<file path="src/rtl/load_store_unit.sv">
// load_store_unit
//   Initiator between the execute stage and a byte-lane data memory. Takes
//   one load/store at a time (valid/ready), checks alignment, drives one
//   memory access, then returns a formatted load result plus an error flag.
//
//   Optional build macro: MISALIGNED_SPLIT_EN
//     When defined, misaligned loads (word at addr[1:0]!=0, half at
//     addr[1:0]==3) are served as two aligned word reads that are merged.
//     When undefined, every misaligned request returns an error.
//
//   Ports
//     i_clk, i_reset          clock, synchronous active-high reset
//     i_req_*, o_req_ready    request from execute (addr, wdata, we, size, signed)
//     o_resp_*, i_resp_ready  response to writeback (rdata, err)
//     o_mem_*                 address / write data / write mask / read mask
//     i_mem_*                 read data (cycle after address) and error flags
module load_store_unit #(
  parameter int ADDR_W = 32,
  parameter int DATA_W = 32
) (
  input  logic              i_clk,
  input  logic              i_reset,
  input  logic              i_req_valid,
  output logic              o_req_ready,
  input  logic [ADDR_W-1:0] i_req_addr,
  input  logic [DATA_W-1:0] i_req_wdata,
  input  logic              i_req_we,
  input  logic [1:0]        i_req_size,
  input  logic              i_req_signed,
  output logic              o_resp_valid,
  input  logic              i_resp_ready,
  output logic [DATA_W-1:0] o_resp_rdata,
  output logic              o_resp_err,
  output logic [ADDR_W-1:0] o_mem_address,
  output logic [DATA_W-1:0] o_mem_wr_data,
  output logic [1:0]        o_mem_wr_mask,
  output logic [2:0]        o_mem_rd_mask,
  input  logic [DATA_W-1:0] i_mem_rd_data,
  input  logic              i_mem_err_misaligned,
  input  logic              i_mem_err_invalid_rd_mask
);

  localparam logic [1:0] WM_N = 2'd0, WM_B = 2'd1, WM_H = 2'd2, WM_W = 2'd3;
  localparam logic [2:0] RM_W = 3'd0, RM_HZ = 3'd1, RM_BZ = 3'd2,
                         RM_HE = 3'd3, RM_BE = 3'd4, RM_XX = 3'd5;

  typedef enum logic [2:0] {
    S_IDLE, S_ACCESS, S_LATCH, S_RESP, S_ERR_RESP
`ifdef MISALIGNED_SPLIT_EN
    , S_ACC_LO, S_ACC_HI
`endif
  } state_t;

  function automatic logic [2:0] load_rd_mask(input logic [1:0] size, input logic sgn);
    case (size)
      2'd0:    load_rd_mask = sgn ? RM_BE : RM_BZ;
      2'd1:    load_rd_mask = sgn ? RM_HE : RM_HZ;
      default: load_rd_mask = RM_W;
    endcase
  endfunction

  function automatic logic [1:0] store_wr_mask(input logic [1:0] size);
    case (size)
      2'd0:    store_wr_mask = WM_B;
      2'd1:    store_wr_mask = WM_H;
      default: store_wr_mask = WM_W;
    endcase
  endfunction

  // The registered request address and store data live directly in the
  // memory-facing output registers; only the load/store flag is kept apart.
  state_t              state_q, state_d;
  logic                req_ready_q, req_ready_d;
  logic                resp_valid_q, resp_valid_d;
  logic [DATA_W-1:0]   resp_rdata_q, resp_rdata_d;
  logic                resp_err_q, resp_err_d;
  logic [ADDR_W-1:0]   mem_addr_q, mem_addr_d;
  logic [DATA_W-1:0]   mem_wdata_q, mem_wdata_d;
  logic [1:0]          mem_wr_mask_q, mem_wr_mask_d;
  logic [2:0]          mem_rd_mask_q, mem_rd_mask_d;
  logic                we_q, we_d;

  logic req_misaligned, req_illegal, req_err, mem_err;

  assign req_misaligned = ((i_req_size == 2'd1) && i_req_addr[0]) ||
                          ((i_req_size == 2'd2) && (i_req_addr[1:0] != 2'b00));
  assign req_illegal    = (i_req_size == 2'd3);
  assign mem_err        = i_mem_err_misaligned | i_mem_err_invalid_rd_mask;

`ifdef MISALIGNED_SPLIT_EN
  logic              req_split, req_half_odd_load;
  logic              split_q, split_d;
  logic [1:0]        off_q, off_d;
  logic [1:0]        size_q, size_d;
  logic              signed_q, signed_d;
  logic [DATA_W-1:0] lo_q, lo_d;
  logic [DATA_W-1:0] merge_shift, merge_data;

  assign req_split = !i_req_we &&
                     (((i_req_size == 2'd2) && (i_req_addr[1:0] != 2'b00)) ||
                      ((i_req_size == 2'd1) && (i_req_addr[1:0] == 2'b11)));
  // A half load at offset 1 stays inside one word, so it goes to memory as-is.
  assign req_half_odd_load = !i_req_we && (i_req_size == 2'd1) && (i_req_addr[1:0] == 2'b01);
  assign req_err = req_illegal | (req_misaligned & ~req_split & ~req_half_odd_load);

  // High word arrives on i_mem_rd_data during LATCH; low word was captured in ACC_HI.
  always_comb begin
    merge_shift = DATA_W'({i_mem_rd_data, lo_q} >> {off_q, 3'b000});
    if (size_q == 2'd1)
      merge_data = signed_q ? {{(DATA_W-16){merge_shift[15]}}, merge_shift[15:0]}
                            : {{(DATA_W-16){1'b0}}, merge_shift[15:0]};
    else
      merge_data = merge_shift;
  end
`else
  assign req_err = req_illegal | req_misaligned;
`endif

  always_comb begin
    state_d       = state_q;
    resp_rdata_d  = resp_rdata_q;
    resp_err_d    = resp_err_q;
    mem_addr_d    = mem_addr_q;
    mem_wdata_d   = mem_wdata_q;
    mem_wr_mask_d = WM_N;
    mem_rd_mask_d = RM_XX;
    we_d          = we_q;
`ifdef MISALIGNED_SPLIT_EN
    split_d  = split_q;
    off_d    = off_q;
    size_d   = size_q;
    signed_d = signed_q;
    lo_d     = lo_q;
`endif
    case (state_q)
      S_IDLE: begin
        if (i_req_valid) begin
          we_d = i_req_we;
`ifdef MISALIGNED_SPLIT_EN
          split_d  = req_split;
          off_d    = i_req_addr[1:0];
          size_d   = i_req_size;
          signed_d = i_req_signed;
`endif
          if (req_err) begin
            state_d      = S_ERR_RESP;
            resp_rdata_d = '0;
            resp_err_d   = 1'b1;
          end
`ifdef MISALIGNED_SPLIT_EN
          else if (req_split) begin
            state_d       = S_ACC_LO;
            mem_addr_d    = {i_req_addr[ADDR_W-1:2], 2'b00};
            mem_rd_mask_d = RM_W;
          end
`endif
          else begin
            state_d    = S_ACCESS;
            mem_addr_d = i_req_addr;
            if (i_req_we) begin
              mem_wr_mask_d = store_wr_mask(i_req_size);
              mem_wdata_d   = i_req_wdata;
            end else begin
              mem_rd_mask_d = load_rd_mask(i_req_size, i_req_signed);
            end
          end
        end
      end
      S_ACCESS: state_d = S_LATCH;
`ifdef MISALIGNED_SPLIT_EN
      S_ACC_LO: begin
        state_d       = S_ACC_HI;
        mem_addr_d    = mem_addr_q + ADDR_W'(4);  // wraps modulo 2^ADDR_W
        mem_rd_mask_d = RM_W;
      end
      S_ACC_HI: begin
        state_d    = S_LATCH;
        lo_d       = i_mem_rd_data;
        resp_err_d = mem_err;
      end
`endif
      S_LATCH: begin
        state_d      = S_RESP;
        resp_rdata_d = we_q ? '0 : i_mem_rd_data;
        resp_err_d   = mem_err;
`ifdef MISALIGNED_SPLIT_EN
        if (split_q) begin
          resp_rdata_d = merge_data;
          resp_err_d   = resp_err_q | mem_err;
        end
`endif
      end
      S_RESP, S_ERR_RESP: if (i_resp_ready) state_d = S_IDLE;
      default: state_d = S_IDLE;
    endcase
    req_ready_d  = (state_d == S_IDLE);
    resp_valid_d = (state_d == S_RESP) || (state_d == S_ERR_RESP);
  end

  always_ff @(posedge i_clk) begin
    if (i_reset) begin
      state_q       <= S_IDLE;
      req_ready_q   <= 1'b1;
      resp_valid_q  <= 1'b0;
      resp_rdata_q  <= '0;
      resp_err_q    <= 1'b0;
      mem_addr_q    <= '0;
      mem_wdata_q   <= '0;
      mem_wr_mask_q <= WM_N;
      mem_rd_mask_q <= RM_XX;
      we_q          <= 1'b0;
`ifdef MISALIGNED_SPLIT_EN
      split_q  <= 1'b0;
      off_q    <= 2'b00;
      size_q   <= 2'b00;
      signed_q <= 1'b0;
      lo_q     <= '0;
`endif
    end else begin
      state_q       <= state_d;
      req_ready_q   <= req_ready_d;
      resp_valid_q  <= resp_valid_d;
      resp_rdata_q  <= resp_rdata_d;
      resp_err_q    <= resp_err_d;
      mem_addr_q    <= mem_addr_d;
      mem_wdata_q   <= mem_wdata_d;
      mem_wr_mask_q <= mem_wr_mask_d;
      mem_rd_mask_q <= mem_rd_mask_d;
      we_q          <= we_d;
`ifdef MISALIGNED_SPLIT_EN
      split_q  <= split_d;
      off_q    <= off_d;
      size_q   <= size_d;
      signed_q <= signed_d;
      lo_q     <= lo_d;
`endif
    end
  end

  assign o_req_ready   = req_ready_q;
  assign o_resp_valid  = resp_valid_q;
  assign o_resp_rdata  = resp_rdata_q;
  assign o_resp_err    = resp_err_q;
  assign o_mem_address = mem_addr_q;
  assign o_mem_wr_data = mem_wdata_q;
  // A store whose ACCESS cycle coincides with reset must not commit: the
  // memory samples the mask on the same edge that applies the reset.
  assign o_mem_wr_mask = i_reset ? WM_N : mem_wr_mask_q;
  assign o_mem_rd_mask = mem_rd_mask_q;

endmodule

</file>
<file path="config.mk">
export PLATFORM = sky130hd
export DESIGN_NAME = load_store_unit
export DESIGN_NICKNAME = d
export VERILOG_FILES = /design/src/rtl/load_store_unit.sv
export SDC_FILE = /design/constraint.sdc
export NUM_CORES = 1
export LEC_CHECK = 0
export CORE_AREA = 2 2 105 148
export DETAILED_ROUTE_END_ITERATION = 10
export DIE_AREA = 0 0 107 150
export PLACE_DENSITY = 0.58
export SLEW_MARGIN = 20
export SYNTH_ARGS = -nofsm -noshare
export SYNTH_HDL_FRONTEND = slang
export SYNTH_SLANG_ARGS = --single-unit
</file>
<file path="constraint.sdc">
create_clock -name i_clk -period 4.65 [get_ports i_clk]
set_clock_uncertainty 0.05 [all_clocks]
set_input_delay 1.395 -clock i_clk [delete_from_list [all_inputs] [get_ports i_clk]]
set_output_delay 1.395 -clock i_clk [all_outputs]
set_load 0.05 [all_outputs]
</file>
After elaboration in Yosys (flattened, before gate mapping)
Index checks and enable logic that the tools add are counted.
{"block": "totals", "ff_bits": 108, "output_inout_bits": 104, "wordCells": 59}
{"block": "op_classes", "n_eq_ne": 11, "n_mux": 16, "bitwise": 6, "n_reduce_logical": 16}
{"cell": "$mux 32", "n": 3}
{"cell": "$pmux 32 s2", "n": 1}
{"cell": "$mux 3", "n": 4}
{"cell": "$pmux 3 s4", "n": 1}
{"cell": "$reduce_or 5->1", "n": 2}
{"cell": "$eq 3x2->1 const B", "n": 3}
{"cell": "$eq 3x3->1 const B", "n": 2}
{"cell": "$logic_not 3->1", "n": 2}
{"cell": "$pmux 3 s2", "n": 1}
{"cell": "$reduce_and 3->1", "n": 2}
{"cell": "$eq 2x2->1 const B", "n": 2}
{"cell": "$mux 2", "n": 2}
{"cell": "$ne 2x2->1 const B", "n": 2}
{"cell": "$not 1->1", "n": 4}
{"cell": "$pmux 2 s2", "n": 1}
{"cell": "$reduce_and 4->1", "n": 1}
{"cell": "$reduce_bool 2->1", "n": 2}
{"cell": "$eq 3x1->1 const B", "n": 1}
{"cell": "$eq 2x1->1 const B", "n": 1}
{"cell": "$logic_and 1x1->1", "n": 2}
{"cell": "$logic_not 2->1", "n": 1}
{"cell": "$logic_or 1x1->1", "n": 2}
{"cell": "$mux 1", "n": 2}
{"cell": "$or 1x1->1", "n": 2}
{"cell": "other kinds (3)", "n": 3}

Logic depth before layout (Yosys ltp)
Gate-level depths: netlist (run 1).
{"block": "depth", "depth_word": 9, "mapped_depth": 5, "depth_no_buf": 3}

Worst setup path before layout (run 1)
Ideal clock, no wire load.
{"block": "synth_timing", "kind": "input -> output", "start": "input i_reset", "end": "output o_mem_wr_mask[0]", "arrival_ns": 2.666, "required_ns": 3.205, "path_slack_ns": 0.539, "path_stages": 4, "cell_sequence": "clkbuf_1 -> clkbuf_1 -> clkbuf_1 -> nor2b_1"}
{"block": "synth_via", "elab_chain_len": 1}
{"item": "from (decl)", "line": "22", "text": "input logic i_reset,"}
{"item": "$mux 2", "line": "248", "text": "assign o_mem_wr_mask = i_reset ? WM_N : mem_wr_mask_q;"}
{"item": "to (decl)", "line": "36", "text": "output logic [1:0] o_mem_wr_mask,"}
Every way passes these cells.

Final worst setup path (run 1)
{"block": "layout_timing", "start": "input i_reset", "end": "output o_mem_wr_mask[1]"}
Same word-level chain as after synthesis.

==> results of run 1 <==
==> state kept, by name, indices dropped and copies added (netlist names) <==
name,count
o_mem_address,32
o_mem_wr_data,32
o_resp_rdata,32
o_mem_rd_mask,3
state_q,3
mem_wr_mask_q,2
o_req_ready,1
o_resp_err,1
o_resp_valid,1
we_q,1
==> through the flow <==
step	power (uW)	std cells
final	2253	798
after global routing	2349	798
after CTS	2291	798
after detailed placement	1530	782
after global placement	1524	782
after floorplan	1319	406
==> worst max-delay path, stage by stage <==
cell,delay [ns]
buf_2,0.15
nor2b_1,0.16
buf_4,0.22
==> kinds of logic after synthesis <==
family	share of synthesized area (%)
AND/OR/NAND/NOR	22.14
flip-flops	49.87
multiplexers	14.78
AO/OA/AOI/OAI	9.091
buffers and inverters	3.925
XOR/XNOR	0.2021
==> worst max-delay path by stage <==
stage	from	end	slack, ns	depth (start not counted)
floorplan	i_reset	o_mem_wr_mask[0]	0.54	4
global placement	i_req_valid	o_mem_wr_data[3]$_SDFFE_PP0P_	1.05	5
detailed placement	i_req_valid	o_mem_wr_data[13]$_SDFFE_PP0P_	1.00	5
CTS	i_reset	o_mem_wr_mask[1]	1.27	3
global route	i_reset	o_mem_wr_mask[1]	1.21	3
finish	i_reset	o_mem_wr_mask[1]	1.28	3
==> layer usage <==
layer  vias to the layer above  track usage (%)  wire (um)
met1                      1587            15.96       4682
met3                        14            3.441        700
met5                         -                0          0
met4                         0            5.390        231
li1                       1759                -          -
met2                       123            24.30       5909
==> power by group through the flow <==
stage / Sequential, uW / Combinational (uW) / Clock, uW
after floorplan: 1170 / 144 / 0
after global placement: 1020 / 503 / 0
after detailed placement: 1020 / 507 / 0
after CTS: 1000 / 509 / 780
after global routing: 1010 / 529 / 812
final: 1000 / 502 / 750
==> layout by cell type (no fill, tap or decap), drive strengths merged, types with 3 or more instances in the layout <==
master           n
nand2b         129
nor2             6
a21oi            4
inv              3
buf              8
mux2i           64
a22o            32
clkbuf          11
nor4             3
dfxtp          108
nand2            5
clkdlybuf4s50  206
==> layout make-up <==
class | count | area share, %
Sequential cell | 108 | 31.52
Inverter | 2 | 0.1094
Clock buffer | 11 | 3.685
Tap cell | 192 | 3.502
Clock inverter | 5 | 0.6385
Multi-Input combinational cell | 266 | 29.46
Timing Repair Buffer | 214 | 31.08
==> impl_summary.log, run 1 <==
INFO  metric status = finished clean
INFO  metric final_area = 6859 um2
INFO  metric iteration_0_drc_markers = 112
INFO  metric pin_count = 210
INFO  metric intPower = 1596 uW
INFO  metric cts.sink_count = 108
INFO  metric tritoncts.num_buffers = 9
INFO  metric clock_network_power_share = 33.3%
INFO  metric regToRegSetupSlack = 2.44 ns
INFO  metric fp.dieArea = 16050 um2
INFO  metric setup-tns-final = 0 ns
INFO  metric timing.critical_path.arrival = 1.93 ns
INFO  metric placement_rows = 53
INFO  metric core_area = 14790 um2
INFO  metric worstPathRequired = 3.20 ns
INFO  metric min-delay-path-class = flop to flop
INFO  metric max_slew.worst_pin.slew = 0.9661 ns
INFO  metric crit_fanout = 9
INFO  metric final.fill_count = 1393
INFO  metric drt_drc_violations_left = 0
INFO  metric hold_depth = 2
INFO  metric cts_max_level = 3
INFO  metric fin_nets = 707
INFO  metric fin_crit_sh = 72.58%
INFO  metric ant_nets = 0
INFO  metric cts_hold_buf = 0
INFO  metric detail_route.wirelength = 11520 um
INFO  metric synth_seq_area_share = 49.87%
INFO  metric synth_ff_type = dfxtp_1
INFO  metric finalWorstPathRequiredPeriod = 3.375 ns
INFO  metric die_width = 107 um
INFO  metric r2r_cells = 4
INFO  metric synth_edf_count = 0
INFO  metric clock_tree_root_buffer_cell = clkbuf_16
INFO  metric finalMaxSlewViolations = 0
INFO  metric antenna-diode-count = 0
INFO  metric wl_per_cell = 14.44 um
INFO  metric dpl_cell_area = 6563 um2
INFO  metric post-route-worst-setup-slack = 1.275 ns
INFO  metric async_reset_ff_share = 0%
INFO  metric finalWeightedCongestion = 0.7463
INFO  metric clk-insertion-delay-late = 0.34 ns
INFO  metric dp_slack = 1.003 ns
INFO  metric timing.fmax = 0.2963 GHz
INFO  metric ys_top_cells_by_area = dfxtp_1 (50%), nand2b_1 (19%), mux2i_1 (15%)
INFO  metric power_dissipated_by_switching_net_loads = 657.5 uW
INFO  metric switching_fraction_of_total_power = 29.18%
INFO  metric detail_route.first_pass.iterations = 5
INFO  metric p_per_area = 328.5 nW/um2
INFO  metric fin_hold_ws = 0.4201 ns
INFO  metric cts_repair_resize_count = 0
INFO  metric floorplan.die.height = 150 um
INFO  metric comb_power_share = 22.3%
INFO  metric rsz_0062_raised_after_global_routing = no
INFO  metric synthDominantCellAreaShare = 49.87%
INFO  metric grt_util_all_layers = 13.80%
INFO  metric tritoncts_clock_tree = built
INFO  metric cts.repair_timing.setup_buffer_count = 0
INFO  metric setup.worst_path.class = input port to primary output
INFO  metric reg2reg_from = state_q[2]$_SDFF_PP0_
INFO  metric multi_input_comb_area = 2021 um2
INFO  metric globalRoute.totalOverflow = 0
INFO  metric synth_area = 4335 um2
INFO  metric synth.largest_area_cell = dfxtp_1
INFO  metric hold_viol = 0
INFO  metric drt-vias-per-instance = 4.365
INFO  metric most_frequent_cell_after_synthesis = nand2b_1
INFO  metric grt_max_degree = 136
INFO  metric number_of_antenna_violations_at_the_first_check_in_global_routing = 0
INFO  metric maxCapViolations = 0
INFO  metric syn_inst = 406
INFO  metric ys_top_cells_by_count = nand2b_1 (129), dfxtp_1 (108), mux2i_1 (64), a22o_1 (32), clkbuf_1 (20)
INFO  metric syn_avg_cell_area = 10.68 um2
INFO  metric layout.core_utilization = 46.38%
INFO  metric whs_endpoint = o_mem_wr_data[12]$_SDFFE_PP0P_
INFO  metric hold_path_startpoint = o_mem_wr_data[12]$_SDFFE_PP0P_
INFO  metric clock_path_buffers = 2
INFO  metric post-dp-hpwl = 8472 um
INFO  metric ff_latch_count_synth = 108
INFO  metric ir_drop = 0.1601 mV
INFO  metric timing.critical_path.from_type = input port
INFO  metric initial_core_util = 29.32%
INFO  metric sequential_cell_area = 2162 um2
INFO  metric vias = 3483
INFO  metric cts.clk_slew.worst_paths = 0.06 ns
INFO  metric worst_r2r_endpoint = o_mem_wr_data[13]$_SDFFE_PP0P_
INFO  metric endpoint_kind = primary output
INFO  metric max_slew_margin = 35.59%
INFO  metric wire_length_of_the_first_global_routing_pass = 17510 um
INFO  metric seq_power_share = 44.4%
INFO  metric static-leakage-power = 0.002435 uW
INFO  metric final_layout_size_suffix_gt1_share = 4.785%
INFO  metric netlist-cell-type-count = 31
INFO  metric first_global_vias = 3470
INFO  metric io_buffer_count = 209
INFO  metric mappedNetlistNets = 512
INFO  metric areaGrowthSynthToFinish = 58.21%
INFO  metric report.final.setup_viol = 0
INFO  metric synth-warning-count = 0
Power figures use the tool's default switching activity.
==> run 2: changes to the inputs <==
--- a/config.mk
+++ b/config.mk
@@ -8,7 +8,7 @@
 export CORE_AREA = 2 2 105 148
 export DETAILED_ROUTE_END_ITERATION = 10
 export DIE_AREA = 0 0 107 150
-export PLACE_DENSITY = 0.58
+export PLACE_DENSITY = 0.61
 export SLEW_MARGIN = 20
 export SYNTH_ARGS = -nofsm -noshare
 export SYNTH_HDL_FRONTEND = slang
==> constraint.sdc (replaced) <==
create_clock -name i_clk -period 2.82 [get_ports i_clk]
set_clock_uncertainty 0.05 [all_clocks]
set_input_delay 0.846 -clock i_clk [delete_from_list [all_inputs] [get_ports i_clk]]
set_output_delay 0.846 -clock i_clk [all_outputs]
set_load 0.05 [all_outputs]
==> run 2 against run 1 <==
Net effect:
- critical path depth increased by 2
- hold slack improved by 0.0020 ns
- register-to-register slack worse by 1.6 ns
- highest routed layer unchanged
- largest cell class is now non-clock buffers
==> impl_summary.log, run 2 (synthesis results as in run 1) <==
INFO  metric status = finished clean
INFO  metric areaGrowthSynthToFinish = 60.23%
INFO  metric floorplan.die.height = 150 um (unchanged)
INFO  metric global_route.usage.met3 = 3.571% (+0.13 points)
INFO  metric grt_max_degree = 142 (+4.4%)
INFO  metric fp.dieArea = 16050 um2 (unchanged)
INFO  metric grt_util_all_layers = 14.49% (+0.69 points)
INFO  metric hold_depth = 2 (unchanged)
INFO  metric worstPathRequired = 3.03 ns (-0.17 ns)
INFO  metric p_per_area = 540.9 nW/um2 (+65%)
INFO  metric first_global_vias = 3618 (+4.3%)
INFO  metric fin_nets = 712 (+0.71%)
INFO  metric cts_hold_buf = 0 (unchanged)
INFO  metric endpoint_kind = flop
INFO  metric cts.sink_count = 108 (unchanged)
INFO  metric cts_repair_resize_count = 0 (unchanged)
INFO  metric maxCapViolations = 0 (unchanged)
INFO  metric crit_fanout = 23 (+14)
INFO  metric setup.worst_path.class = input port to flop
INFO  metric globalRoute.totalOverflow = 0 (unchanged)
INFO  metric post-route-worst-setup-slack = 0.3243 ns (-0.9509 ns)
INFO  metric ir_drop = 0.2709 mV (+69%)
INFO  metric antenna-diode-count = 0 (unchanged)
INFO  metric finalMaxSlewViolations = 0 (unchanged)
INFO  metric layout.cells.most_common = clkdlybuf4s50_1
INFO  metric timing.critical_path.arrival = 2.71 ns (+0.78 ns)
INFO  metric core_area = 14790 um2 (unchanged)
INFO  metric timing.critical_path.from_type = input port
INFO  metric tritoncts_clock_tree = built
INFO  metric finalNonFillerCells = 803 (+0.63%)
INFO  metric number_of_antenna_violations_at_the_first_check_in_global_routing = 0 (unchanged)
INFO  metric global_route.usage.met2 = 26.31% (+2.0 points)
INFO  metric die_width = 107 um (unchanged)
INFO  metric clock_tree_root_buffer_cell = clkbuf_16
INFO  metric post-dp-hpwl = 8736 um (+3.1%)
INFO  metric max_slew_margin = 61.00% (+25 points)
INFO  metric fin_crit_sh = 88.50%
INFO  metric wl_per_cell = 14.73 um (+2.0%)
INFO  metric pin_count = 210 (unchanged)
INFO  metric grt.busiest_layer = met2
INFO  metric detail_route.wirelength = 11830 um (+2.7%)
INFO  metric rsz_0062_raised_after_global_routing = no
INFO  metric setup-tns-final = 0 ns (unchanged)
INFO  metric finalWeightedCongestion = 0.6814 (-8.7%)
INFO  metric min-delay-path-class = flop to flop
INFO  metric clk-insertion-delay-late = 0.33 ns (about the same)
INFO  metric most-common-layout-cells = clkdlybuf4s50_1 (206), nand2b_1 (129), dfxtp_1 (108)
INFO  metric hold_viol = 0 (unchanged)
INFO  metric io_buffer_count = 209 (unchanged)
INFO  metric grt_use_met1 = 16.40% (+0.43 points)
INFO  metric drt_drc_violations_left = 0 (unchanged)
INFO  metric timing.fmax = 0.4007 GHz
INFO  metric initial_core_util = 29.32% (unchanged)
INFO  metric cts_max_level = 3 (unchanged)
INFO  metric max_slew.worst_pin.slew = 0.5837 ns (-0.3824 ns)
INFO  metric wire_length_of_the_first_global_routing_pass = 18420 um (+5.2%)
INFO  metric tritoncts.num_buffers = 9 (unchanged)
INFO  metric iteration_0_drc_markers = 105 (-6.3%)
INFO  metric dpl.cell_count = 787 (+0.64%)
INFO  metric detail_route.first_pass.iterations = 4 (-1)
INFO  metric clock_path_buffers = 2 (unchanged)
INFO  metric r2r_cells = 4 (unchanged)
INFO  metric layout.core_utilization = 46.98% (+0.59 points)
INFO  metric cts.clk_slew.worst_paths = 0.07 ns (about the same)
INFO  metric finalWorstPathRequiredPeriod = 2.496 ns
INFO  metric report.final.setup_viol = 0 (unchanged)
INFO  metric placement_rows = 53 (unchanged)
INFO  metric ant_nets = 0 (unchanged)
INFO  metric final.fill_count = 1401 (+0.57%)
INFO  metric drt-vias-per-instance = 4.402 (+0.86%)
INFO  metric vias = 3535 (+1.5%)
INFO  metric static-leakage-power = 0.002481 uW (+1.9%)
INFO  metric cts.repair_timing.setup_buffer_count = 0 (unchanged)
INFO  metric dp_slack = -0.03439 ns (-1.037 ns)
INFO  metric final_layout_size_suffix_gt1_share = 5.565% (+0.78 points)
==> run 2: cell count changes in the layout (fill, tap and decap cells not counted) <==
cell / change
clkinv_4: -2
buf_2: -1
inv_6: +2
buf_12: +4
buf_4: +2
clkinvlp_4: -1
clkinv_2: +1
==> run 2: power breakdown <==
| group | switching, uW | internal (uW) | total (uW) |
|---|---|---|---|
| Combinational | 466 | 387 | 853 |
| Clock | 593 | 660 | 1250 |
| Sequential | 46.3 | 1600 | 1650 |
| Total | 1110 | 2650 | 3760 |
==> run 2: metrics by stage <==
step                      cell area, um2  hold slack [ns]  power, uW
final                               6947           0.4221       3757
after global routing                6947           0.4413       3922
after CTS                           6947           0.4277       3824
after detailed placement            6653           0.4123       2547
after global placement              6653           0.4080       2535
after floorplan                     4335           0.3865       2174
==> run 2: critical path, stage by stage <==
cell and delay (ns):
clkdlybuf4s50_1 0.47, or4b_1 0.60, a211oi_4 0.33, buf_12 0.23
mux2i_1 0.21
==> run 2: final timing paths <==
path                             startpoint                        endpoint  slack (ns)
max                             i_req_valid   o_mem_wr_data[5]$_SDFFE_PP0P_        0.32
min          o_mem_address[20]$_SDFFE_PP0P_  o_mem_address[20]$_SDFFE_PP0P_        0.42
max reg2reg           state_q[2]$_SDFF_PP0_   o_mem_wr_data[5]$_SDFFE_PP0P_        0.84
min reg2reg  o_mem_address[20]$_SDFFE_PP0P_  o_mem_address[20]$_SDFFE_PP0P_        0.42
==> run 2: final cells by class <==
class                           count  area [um2]  area share, %
Timing Repair Buffer              219        2222          31.99
Sequential cell                   108        2162          31.12
Multi-Input combinational cell    266        2021          29.09
Clock buffer                       11       252.7          3.638
Tap cell                          192       240.2          3.458
Clock inverter                      5       41.29         0.5944
Inverter                            2       7.507         0.1081
==> run 2: metal layers <==
metal	share of wire, %	wire length, um	vias up
li1	-	-	1772
met1	40	4699	1647
met2	54	6352	104
met3	5.1	609	12
met4	1.4	170	0
met5	0	0	-
